## config.mk

```make
export PLATFORM = sky130hd
export DESIGN_NAME = lock_timer
export DESIGN_NICKNAME = d
export VERILOG_FILES = /design/src/rtl/lock_timer.sv
export SDC_FILE = /design/constraint.sdc
export NUM_CORES = 1
export LEC_CHECK = 0
export ABC_AREA = 0
export ABC_CLOCK_PERIOD_IN_PS = 3300
export CAP_MARGIN = 10
export CORE_AREA = 2 2 98 100
export DETAILED_ROUTE_END_ITERATION = 8
export DIE_AREA = 0 0 100 102
export GPL_TIMING_DRIVEN = 0
export MAX_ROUTING_LAYER = met4
export PLACE_DENSITY = 0.47
export SLEW_MARGIN = 15
export SYNTH_ARGS = -nofsm -noshare
export SYNTH_HDL_FRONTEND = slang
export SYNTH_SLANG_ARGS = --single-unit
```

## constraint.sdc

```tcl
create_clock -name hwclk -period 3.3 [get_ports hwclk]
set_clock_uncertainty 0.1 [all_clocks]
set_input_delay 0.99 -clock hwclk [delete_from_list [all_inputs] [get_ports hwclk]]
set_output_delay 0.99 -clock hwclk [all_outputs]
set_load 0.05 [all_outputs]
```

## src/rtl/lock_timer.sv

```systemverilog
// Loadable 32-bit down-counter shared by entry, open and lockout.
// Loads value-1 and holds at zero; expired flags zero.
module lock_timer (
  input  logic        hwclk,
  input  logic        rst_n,
  input  logic        load,
  input  logic [31:0] load_val,
  output logic        expired
);

  logic [31:0] cnt_q;

  always_ff @(posedge hwclk or negedge rst_n) begin
    if (!rst_n) begin
      cnt_q <= '0;
    end else if (load) begin
      cnt_q <= load_val - 32'd1;
    end else if (cnt_q != '0) begin
      cnt_q <= cnt_q - 32'd1;
    end
  end

  assign expired = (cnt_q == '0);

endmodule

```

* Word level (Yosys, flattened, before mapping) *
Index checks and enable logic that the tools add are counted.
Widths: inputs -> output; s select.

storage, ports and cells
  register bits after elaboration = 32
  latch bits = 0
  RAM bits = 0
  ROM bits = 0
  bits of input ports = 35
  output and inout port bits = 1
  word-level logic and storage cells = 8
  memories = 0

operators by class
  add/sub/neg operators = 2
  multipliers = 0
  divide/modulo/power cells = 0
  order comparisons = 0
  equal/unequal tests = 0
  shift-type cells = 0
  multiplexer cells = 2
  bitwise logic cells = 0
  reductions and logical operators = 3

operators by type and width
  operator               count
  $mux 32                2
  $sub 32x1->32 const B  2
  $logic_not 32->1       1
  $reduce_bool 32->1     1
  $reduce_bool 2->1      1

* Longest topological paths before layout *
  depth after elaboration = 3
  gate-level depth with buffers = 13

* Least setup slack after synthesis *
No wires, ideal clock.

  path type = input -> register
  start point = input load
  end point = register cnt_q[26]
  setup time = 140 ps
  arrival time = 4113 ps
  path slack = -1053 ps
  stages = 12
  path buffers = 5
  cells stage by stage = buf_6 -> buf_4 -> clkbuf_1 -> buf_1 -> clkbuf_1 -> mux2i_1 -> ha_1 -> nor4bb_1 -> o22ai_1 -> nor4_2 -> a22o_1 -> o311ai_1

between the ends
  word-level cells in the longest chain between the ends = 1
  elaborated cells on any way between the ends = 2

RTL lines
  element                                       RTL line  text
  from (decl)                                   6         input logic load,
  $mux 32 or $reduce_bool 2->1 (tied branches)  --
  to (signal assigned)                          17        cnt_q <= load_val - 32'd1;
  to (signal assigned)                          19        cnt_q <= cnt_q - 32'd1;
  to (decl)                                     11        logic [31:0] cnt_q;

Parallel ways exist; a longest one is shown, timed or not.
A chain may end at the register's enable or synchronous reset.

* Worst setup path after layout *
  start point = input load_val[15]
  end point = register cnt_q[29]

between the ends
  word-level cells in the longest chain between the ends = 2

RTL lines
  element        RTL line  text
  from (decl)    7         input logic [31:0] load_val,
  $sub 32x1->32  17
  $mux 32        16        end else if (load) begin

No other way between the ends.

==> impl_results.rst <==
.. list-table::
   :header-rows: 1

   * - Metric
     - Value
   * - Power, Total
     - 1.24 mW
   * - Highest-count cells in the layout ignoring fill and taps
     - sky130_fd_sc_hd__dfrtp_1, sky130_fd_sc_hd__clkdlybuf4s50_1, sky130_fd_sc_hd__nand2_1
   * - Number of enable flip-flop cells after synthesis
     - 0
   * - Type of origin of the critical path
     - input pin
   * - Number of CTS-inserted buffers
     - 5
   * - Total placed instance area
     - 3300 um^2
   * - WP data required
     - 3420 ps
   * - Diodes inserted
     - 0
   * - Number of synthesized register bits
     - 32
   * - Post-Synth XOR/XNOR Area
     - 12.4%
   * - Setup crit start
     - load_val[15]
   * - Share of final-layout standard cells stronger than drive strength 1
     - 16.4%
   * - Count of cells along the worst register-to-register path
     - 6
   * - Longest individual stage delay on the worst path
     - 550 ps
   * - Start of the worst register-to-register path
     - cnt_q[27]$_DFFE_PN0P_
   * - Simple-gate portion of the synthesized area
     - 33.8%
   * - Post-Syn Area per Cell
     - 8.57 um^2
   * - Initial antenna violation count
     - 0
   * - Number of cells produced by synthesis
     - 313
   * - Worst Tran Pin Value
     - 713 ps
   * - Share of the synthesized area in compound gates (AO/OA/AOI/OAI)
     - 16.6%
   * - Total of max-cap violations
     - 0
   * - Total GRT Usage
     - 19.5%
   * - Leakage Power
     - 1.34 nW
   * - Max Slew Vio Count
     - 0
   * - Final clock period utilization by the worst path
     - 97.3%
   * - Post-detailed-route count of antenna-violating nets
     - 0
   * - Register-to-register setup slack
     - 740 ps
   * - DRC violation count after routing
     - 0
   * - Async SR Flop Fraction
     - 100%
   * - Worst-case setup margin in the final layout
     - 87.8 ps
   * - CTS Buffer Depth
     - 2
   * - Worst-skew pair later-pin latency
     - 290 ps
   * - Fin. Hold Viols
     - 0
   * - CP Max Fanout
     - 4
   * - Share of the synthesized area in the top cell type
     - 29.9%
   * - H-tree Lvls
     - 2
   * - Cell at the root of the clock tree
     - sky130_fd_sc_hd__clkbuf_8
   * - Nets
     - 408
   * - Syn Nets
     - 349
   * - Category of the most critical setup path
     - input pin to register
   * - Class of the tightest hold or removal check
     - input pin to async pin
   * - Die Wd
     - 100 um
   * - Core region area
     - 9110 um^2
   * - Routed WL per cell
     - 19.1 um
   * - Maximum ir drop on the vdd rail
     - 185 uV
   * - Total power density per cell area
     - 347 nW/um^2
   * - Reg clk slew, reported paths
     - 80 ps
   * - Total Die Area
     - 10200 um^2
   * - Top-level port count
     - 36
   * - Max reg flops
     - 32
   * - P&R area growth vs syn
     - 33.1%
   * - Post-Syn Area
     - 2680 um^2
   * - Area share of fa/ha/maj cells after synthesis
     - 0.466%
   * - R2R Path End
     - cnt_q[31]$_DFFE_PN0P_
   * - Mux share of post-synthesis cell area
     - 3.08%
   * - Post-synthesis cell type with the largest combined area
     - sky130_fd_sc_hd__dfrtp_1
   * - Arrival time worst endpoint
     - 3330 ps
   * - Filler instances
     - 955
   * - Final setup violation count
     - 0
   * - Iteration-0 DRC Markers
     - 121
   * - Total via count in the routed design
     - 2794
   * - CTS hold repair buffers
     - 0
   * - Unique masters post-synth
     - 55
   * - Sum Neg Setup Slack
     - 0 ps
   * - Final worst hold slack
     - 511 ps
   * - Starting Density
     - 29.5%
   * - Design area
     - 3570 um^2
   * - Rel. slew slack
     - 52.4%
   * - DIE HEIGHT
     - 102 um
   * - Final wirelength
     - 9250 um
   * - Final critical delay including setup and external delays
     - 3210 ps
   * - Warnings, synthesis
     - 0
   * - Primary flip-flop cell chosen by synthesis mapping
     - sky130_fd_sc_hd__dfrtp_1
   * - Largest registers ranked by flip-flop count
     - cnt_q: 32 flops
   * - Run status
     - completed
   * - Gp weighted congestion
     - 0.846
   * - Critical path buffers and inverters
     - 2
   * - Pin count of the biggest net entering global routing
     - 29
   * - Total iterations of the first detailed-routing run
     - 5
   * - Ordered list of cells on the worst path
     - clkdlybuf4s50_1 -> or3b_1 -> a222oi_1 -> buf_4 -> nand4_2 -> or4b_4 -> o211ai_2
   * - Most flop-heavy register
     - cnt_q
   * - Wire length of the first global-routing pass
     - 15100 um
   * - Post-placement worst setup slack
     - -757 ps
   * - Clock tree from TritonCTS
     - yes
   * - Input/output buffers
     - 34
   * - Sequential-to-total area share from yosys stat
     - 29.9%
   * - Crit path depth
     - 7
   * - Area contributors post-synth
     - sky130_fd_sc_hd__dfrtp_1, sky130_fd_sc_hd__xnor2_1, sky130_fd_sc_hd__xor2_1
   * - Remaining global-route overflow
     - 0
   * - DP Wirelength
     - 6970 um
   * - Master of the slowest instance on the critical path
     - sky130_fd_sc_hd__or4b_4
   * - Critical Path End Type
     - register
   * - Dominant combinational cell family by area after synthesis
     - simple AND/OR/NAND/NOR gates
   * - Endpoint of the worst setup timing path
     - cnt_q[29]$_DFFE_PN0P_
   * - Family with the most delay on the worst path
     - simple AND/OR/NAND/NOR gates
   * - Via count of the first global-routing pass
     - 2738
   * - Via-to-Cell Ratio
     - 5.77
   * - Number of clock sinks seen by CTS
     - 32
   * - Top achievable clock speed
     - 311 MHz
   * - Row count
     - 35
## layer usage
metal,wire length [um],track usage (%)
met1,4490,26.9
met2,4340,30.4
met3,296,2.46
met4,119,5.48
met5,0,-
## cells in the mapped netlist (3+ instances only)
master	count
sky130_fd_sc_hd__dfrtp_1	32
sky130_fd_sc_hd__xor2_1	16
sky130_fd_sc_hd__nor2_1	22
sky130_fd_sc_hd__a21oi_1	6
sky130_fd_sc_hd__nor3b_1	12
sky130_fd_sc_hd__a22o_1	8
sky130_fd_sc_hd__or3b_1	5
sky130_fd_sc_hd__nand4_1	10
sky130_fd_sc_hd__or3_1	9
sky130_fd_sc_hd__o22ai_1	19
sky130_fd_sc_hd__inv_1	3
sky130_fd_sc_hd__mux2i_1	6
sky130_fd_sc_hd__clkbuf_1	9
sky130_fd_sc_hd__nor3_1	22
sky130_fd_sc_hd__nand2_1	29
sky130_fd_sc_hd__nor4b_1	3
sky130_fd_sc_hd__o311ai_1	5
sky130_fd_sc_hd__nand3_1	10
sky130_fd_sc_hd__xnor2_1	22
sky130_fd_sc_hd__o2bb2ai_1	4
sky130_fd_sc_hd__buf_2	3
sky130_fd_sc_hd__or4_1	4
sky130_fd_sc_hd__nor4_1	9
sky130_fd_sc_hd__a222oi_1	3
## cell families (layout without fill, tap and decap cells)
| group | Yosys count | after routing |
|---|---|---|
| AO/OA/AOI/OAI | 59 | 59 |
| XOR/XNOR | 38 | 38 |
| adder cells (fa/ha/maj) | 1 | 1 |
| buffers and inverters | 20 | 80 |
| flip-flops | 32 | 32 |
| multiplexers | 8 | 8 |
| AND/OR/NAND/NOR | 155 | 155 |
## how the worst min path moves through the flow
stage	end	cells past startpoint
6_report	cnt_q[25]$_DFFE_PN0P_	1
5_1_grt	cnt_q[2]$_DFFE_PN0P_	1
4_1_cts	cnt_q[25]$_DFFE_PN0P_	1
3_5_place_dp	cnt_q[8]$_DFFE_PN0P_	2
3_3_place_gp	cnt_q[0]$_DFFE_PN0P_	2
2_1_floorplan	cnt_q[18]$_DFFE_PN0P_	2
## area by class of cell
| cell class | instances | area (um^2) | area share (%) |
|---|---|---|---|
| well taps | 111 | 139 | 3.89 |
| flip-flops and latches | 32 | 801 | 22.4 |
| clock buffers | 6 | 72.6 | 2.03 |
| clock inverters | 2 | 35.0 | 0.981 |
| multi-input cells | 261 | 1880 | 52.7 |
| inverters | 3 | 11.3 | 0.315 |
| plain buffers | 15 | 126 | 3.54 |
| repair buffers | 54 | 503 | 14.1 |
## what timing repair did
| action | CTS | global route |
|---|---|---|
| setup buffers | 17 | 2 |
| resized for setup | 10 | 4 |
| endpoints found under the setup margin | 20 | 10 |
| pin swaps | 8 | 2 |
## through the flow
step / cells / util, %
3_3_place_gp: 458 / 36.0
5_1_grt: 484 / 39.2
6_report: 484 / 39.2
3_5_place_dp: 459 / 36.3
4_1_cts: 482 / 38.9
2_1_floorplan: 313 / -
## power breakdown
group	leakage (nW)	switching, mW	internal [mW]
registers	0.387	0.0642	0.437
logic	0.893	0.167	0.171
clock network	0.0552	0.177	0.225
total	1.34	0.408	0.832
No activity file was read; power rests on OpenSTA's default activity.
==> RTL change 1: new RTL, config.mk and constraints unchanged <==
Register the output `expired`, without a reset; this adds one clock of latency there.
--- a/src/rtl/lock_timer.sv
+++ b/src/rtl/lock_timer.sv
@@ -20,7 +20,9 @@
     end
   end
 
-  assign expired = (cnt_q == '0);
+  always_ff @(posedge hwclk) begin
+    expired <= (cnt_q == '0);
+  end
 
 endmodule
 
Function: changed (Yosys sat finds a counterexample within 4 cycles, from zero or initial values and one cycle with rst_n low).
==> RTL change 1 against the unedited design <==
Via count is 1.3% higher; combinational power is 2% higher; synthesized area is 0.75% higher; wire length increased by 3.0%; worst setup slack improved by 0.011 ns; design area rose by 0.91%; total power shrank 4.9%; critical path depth increased by 4; sequential cell count up 1; critical path type unchanged; largest cell class unchanged.
==> RTL change 1: results (changes against the unedited design) <==
* Synth top area cells: dfrtp_1 (30%), xnor2_1 (7.1%), xor2_1 (5.2%), o22ai_1 (4.4%), nor3_1 (4.1%)
* Diodes inserted at 0 (unchanged)
* GRT overflow at 0 (unchanged)
* CTS max path bufs at 2 (unchanged)
* Synth top area share at 29.6% (-0.22 points)
* Sw Ratio at 34.8% (+1.9 points)
* Vias in the first global route at 2686 (-1.9%)
* Htree depth at 2 (unchanged)
* Hold path cells at 2
* Status: finished clean
* Fillers at 937 (-1.9%)
* Hold_sp: cnt_q[0]
* TritonRoute pass-1 iters at 5 (unchanged)
* Clk_lat worst skew at 0.30 ns
* Routed wire length at 9.53 mm (+3.0%)
* Detailed-route vias per instance at 5.82 (+0.87%)
* Normalized max-slew margin at 54.8% (+2.4 points)
* CTS tree: yes
* Min-Delay Endpoint: cnt_q[0]
* Initial antenna violation count at 0 (unchanged)
* DRC Markers at 0 (unchanged)
* Synth warnings at 0 (unchanged)
* First-pass GRT wire length at 15.2 mm (+0.74%)
* TritonCTS buffer count at 5 (unchanged)
* Reg2Reg Setup Slack at 0.76 ns (+0.02 ns)
* Port Buffer Count at 34 (unchanged)
* GPL Wtd Cong at 0.863 (+2.0%)
* Pleak at 0.00135 uW (+1.0%)
* Most frequent cells after synthesis: dfrtp_1 (32), nand2_1 (29), nor2_1 (22), nor3_1 (22), xnor2_1 (22)
* Largest net degree at the start of global routing at 29 (unchanged)
* Worst r2r path cells at 6 (unchanged)
* Prevailing post-synth register cell: dfrtp_1
* Data arrival time of the worst path at 3.32 ns (about the same)
* First-iteration detailed-routing DRC count at 175 (+45%)
* Placement Cell Area at 3320 um^2 (+0.61%)
* Top flop regs: cnt_q: 32 flops, expired: 1 flops
* Nets at 410 (+0.49%)
* GRT Util Overall at 19.7% (+0.18 points)
* Share of flip-flops with an asynchronous set or reset at 97.0% (-3.0 points)
* Peak VDD IR at 0.187 mV (+1.4%)
* Reg2reg end: cnt_q[31]
* Synth cell types at 56 (+1.8%)
* Crit Path Max Fanout at 11 (+7)
* Post-synthesis sequential area ratio at 30.4% (+0.52 points)
* Hold WC Path Type: register to register
* Crit Reg-Reg Startpoint: cnt_q[27]
* Net Count, Synth at 350 (+0.29%)
* Root Buffer: clkbuf_8
* Detailed placement HPWL at 7.01 mm (+0.69%)
* Layout cells sized above 1 at 16.3% (-0.087 points)
* Worst-path clk slew at 0.08 ns (about the same)
[RTL change 1: cell count changes after synthesis, sizes merged]
cell,before,now
dfxtp,0,1
[RTL change 1: cell type report]
cell class,count,area [um^2],area share [%]
clock inverter,2,10.0,0.278
sequential,33,821,22.8
timing repair buffer,55,531,14.7
inverter,3,11.3,0.312
buffer,15,135,3.75
tap,111,139,3.85
clock buffer,6,72.6,2.01
multi-input combinational,261,1880,52.3
[RTL change 1: stage by stage]
| step | cells | hold WS (ns) | setup WS (ns) |
|---|---|---|---|
| after floorplan | 314 | 0.472 | -0.185 |
| after global placement | 459 | 0.522 | -0.727 |
| after detailed placement | 460 | 0.524 | -0.771 |
| after CTS | 481 | 0.537 | 0.0218 |
| after global routing | 486 | 0.566 | -0.000525 |
| final | 486 | 0.528 | 0.0991 |
[RTL change 1: power by group through the flow]
| stage | Clock [uW] | Sequential (uW) | Combinational, uW |
|---|---|---|---|
| finish | 323 | 512 | 344 |
| global route | 351 | 520 | 376 |
| CTS | 332 | 512 | 330 |
| detailed placement | 0 | 519 | 319 |
| global placement | 0 | 521 | 312 |
| floorplan | 0 | 497 | 207 |
[RTL change 1: logic make-up (layout without fill, tap and decap cells)]
kind of cell | after synthesis | in the layout | share of synthesized area, %
simple gates | 155 | 155 | 33.6
buf+inv | 20 | 81 | 3.75
compound gates | 59 | 59 | 16.5
mux | 8 | 8 | 3.06
fa+ha+maj | 1 | 1 | 0.463
xor+xnor | 38 | 38 | 12.3
flops | 33 | 33 | 30.4
[RTL change 1: worst max-delay path by stage]
stage	startpoint	endpoint	slack, ns
after floorplan	load	cnt_q[30]	-0.18
after global placement	load	cnt_q[28]	-0.73
after detailed placement	load	cnt_q[28]	-0.77
after CTS	load	cnt_q[30]	0.02
after global routing	load_val[0]	cnt_q[30]	-0.0005
final	load	cnt_q[30]	0.1
[RTL change 1: repair_timing]
action	in CTS	in global routing
setup endpoints to repair	19	12
buffers inserted	15	4
hold endpoints to repair	0	0
gates cloned	0	1
resized for setup	3	6
pin swaps	7	4
[RTL change 1: routing by layer]
layer | part of all wire (%) | up-vias | wire (um) | GRT usage, %
li1 | - | 1321 | - | -
met1 | 49 | 1403 | 4630 | 27.8
met2 | 45 | 93 | 4310 | 29.9
met3 | 4.4 | 13 | 421 | 3.01
met4 | 1.8 | 0 | 167 | 4.64
met5 | 0 | - | 0 | -
[RTL change 1: critical path: stages]
cell       delay (ns)
buf_12           0.12
buf_16           0.13
clkbuf_16        0.16
mux2i_2          0.21
ha_2             0.23
nor4b_4          0.27
buf_4            0.18
o22ai_4          0.11
or4_4            0.61
o21ai_1          0.13
nor3b_2          0.17
==> RTL change 2: new RTL, config.mk and constraints unchanged <==
Made on the original files. Make the reset (`rst_n`) synchronous in one clocked block.
--- a/src/rtl/lock_timer.sv
+++ b/src/rtl/lock_timer.sv
@@ -10,7 +10,7 @@
 
   logic [31:0] cnt_q;
 
-  always_ff @(posedge hwclk or negedge rst_n) begin
+  always_ff @(posedge hwclk) begin
     if (!rst_n) begin
       cnt_q <= '0;
     end else if (load) begin
Behaviour: differs if rst_n is asserted again (counterexample within 4 cycles, from zero or initial values and one cycle with rst_n low); with rst_n held inactive, the same outputs for 10 cycles.
==> RTL change 2 against the unedited design <==
Synthesized area is 11% lower; first-iteration DRC count up 39%; wire length is 14% lower; sequential cell count is the same; worst setup slack got worse by 0.044 ns; synthesized cell count fell by 13%; design area shrank 14%; total power fell by 9.5%; critical path type is now register to output pin; largest cell class unchanged; largest power group unchanged.
==> RTL change 2: results (changes against the unedited design) <==
* Synth warnings at 0 (unchanged)
* Most frequent cells after synthesis: nor2_1 (36), dfxtp_1 (32), nor3_1 (26), mux2i_1 (25), xor2_1 (14)
* Status: finished clean
* Worst slew pin tran at 0.787 ns (+0.0738 ns)
* Top flop regs: cnt_q: 32 flops
* Crit Path Max Fanout at 4 (unchanged)
* Peak VDD IR at 0.114 mV (-38%)
* TritonCTS buffer count at 5 (unchanged)
* Reg2Reg Setup Slack at 0.77 ns (+0.03 ns)
* Crit Reg-Reg Startpoint: cnt_q[3]
* GPL Wtd Cong at 0.801 (-5.3%)
* Reg2reg end: cnt_q[21]
* Most frequent cell after synthesis: nor2_1
* First-iteration detailed-routing DRC count at 168 (+39%)
* Worst slack, placed at -0.673 ns (+0.0844 ns)
* Prevailing post-synth register cell: dfxtp_1
* Min-Delay Endpoint: cnt_q[26]
* Net Count, Synth at 308 (-12%)
* Placed cell count at 417 (-9.2%)
* Synth cell types at 60 (+9.1%)
* Vias in the first global route at 2323 (-15%)
* Share of flip-flops with an asynchronous set or reset at 0% (-100 points)
* Largest net degree at the start of global routing at 20 (-31%)
* Synth top area cells: dfxtp_1 (27%), mux2i_1 (10%), nor2_1 (5.6%), nor3_1 (5.4%), xor2_1 (5.1%)
* DRT antenna net count at 0 (unchanged)
* DR vias at 2354 (-16%)
* First-pass GRT wire length at 12.4 mm (-17%)
* Worst r2r path cells at 5 (-1)
* Nets at 349 (-14%)
* Root Buffer: clkbuf_8
* TritonRoute pass-1 iters at 4 (-1)
* Hold WC Path Type: register to register
* Wirelength per Cell at 18.6 um (-2.4%)
* Post-synthesis sequential area ratio at 26.7% (-3.1 points)
* Hold path cells at 3
* Detailed-route vias per instance at 5.54 (-4.1%)
* Worst-path clk slew at 0.08 ns (about the same)
* Pleak at 0.00112 uW (-16%)
* Port Buffer Count at 34 (unchanged)
* Layout cells sized above 1 at 19.4% (+3.1 points)
* Detailed placement HPWL at 5.82 mm (-16%)
* Cell count after synthesis at 272 (-13%)
* GRT Util Overall at 16.3% (-3.2 points)
* Data arrival time of the worst path at 2.17 ns (-1.16 ns)
* Clk_lat worst skew at 0.29 ns (about the same)
==> RTL change 2: cell types whose count changed after synthesis, sizes merged, moves of 10 or more <==
| cell | before | now |
|---|---|---|
| xnor2 | 22 | 6 |
| o22ai | 19 | 6 |
| nor3 | 22 | 32 |
| dfrtp | 32 | 0 |
| nor2 | 22 | 36 |
| dfxtp | 0 | 32 |
| nand2 | 29 | 2 |
| mux2i | 6 | 26 |
==> RTL change 2: worst max-delay path by stage <==
stage                          from         to  slack, ns  depth (start not counted)
after floorplan                load  cnt_q[22]      0.006                         12
after global placement         load  cnt_q[22]      -0.67                         12
after detailed placement       load  cnt_q[22]      -0.67                         12
after CTS                 cnt_q[20]    expired      -0.04                          5
after global routing      cnt_q[23]    expired     -0.007                          4
final                     cnt_q[23]    expired       0.04                          4
==> RTL change 2: logic make-up (layout without fill, tap and decap cells) <==
logic type               count (synthesis)  count (layout)  synth area share (%)
AO/OA/AOI/OAI                           43              43                  13.7
XOR/XNOR                                20              20                  7.30
flip-flops                              32              32                  26.7
buffers and inverters                   13              55                  4.12
multiplexers                            32              32                  13.8
adder cells (fa/ha/maj)                  1               1                 0.522
AND/OR/NAND/NOR                        131             131                  33.9
==> RTL change 2: repair_timing <==
action                     CTS  global route
setup buffers                1             0
pin swaps                    1             0
setup endpoints to repair   13            18
gates resized for setup     14            10
==> RTL change 2: power by group <==
group / leakage, uW / internal [uW] / switching (uW) / total (uW)
combinational: 0.000808 / 156 / 187 / 343
clock: 0.0000455 / 170 / 157 / 327
sequential: 0.000265 / 418 / 33.6 / 451
==> RTL change 2: final cells by class <==
class,count,area (um^2)
clock buffers,8,90.1
well taps,111,139
multi-input cells,227,1740
flip-flops and latches,32,642
plain buffers,12,116
repair buffers,35,362
fillers,975,6020
==> RTL change 2: per-stage QoR <==
stage	hold WS [ns]	cell area (um^2)	TNS (ns)	total power, uW	utilization (%)
2_1_floorplan	0.473	2420	0	666	-
3_3_place_gp	0.513	2900	-8.82	783	31.9
3_5_place_dp	0.525	2900	-8.56	784	31.9
4_1_cts	0.541	3050	-0.0369	1130	33.5
5_1_grt	0.581	3090	-0.00675	1180	33.9
6_report	0.551	3090	0	1120	33.9
==> RTL change 2: metal layers <==
metal | vias up | wire length (um) | GRT usage (%)
met5 | - | 0 | -
met4 | 0 | 122 | 4.43
met3 | 13 | 332 | 1.92
met2 | 68 | 3830 | 27.3
met1 | 1148 | 3640 | 21.0
li1 | 1125 | - | -
==> RTL change 2: worst max-delay path, stage by stage (launching register included) <==
cell and delay (ns):
dfxtp_1 0.34, or4_1 0.60, or4_4 0.60, nor3_4 0.15, buf_6 0.18
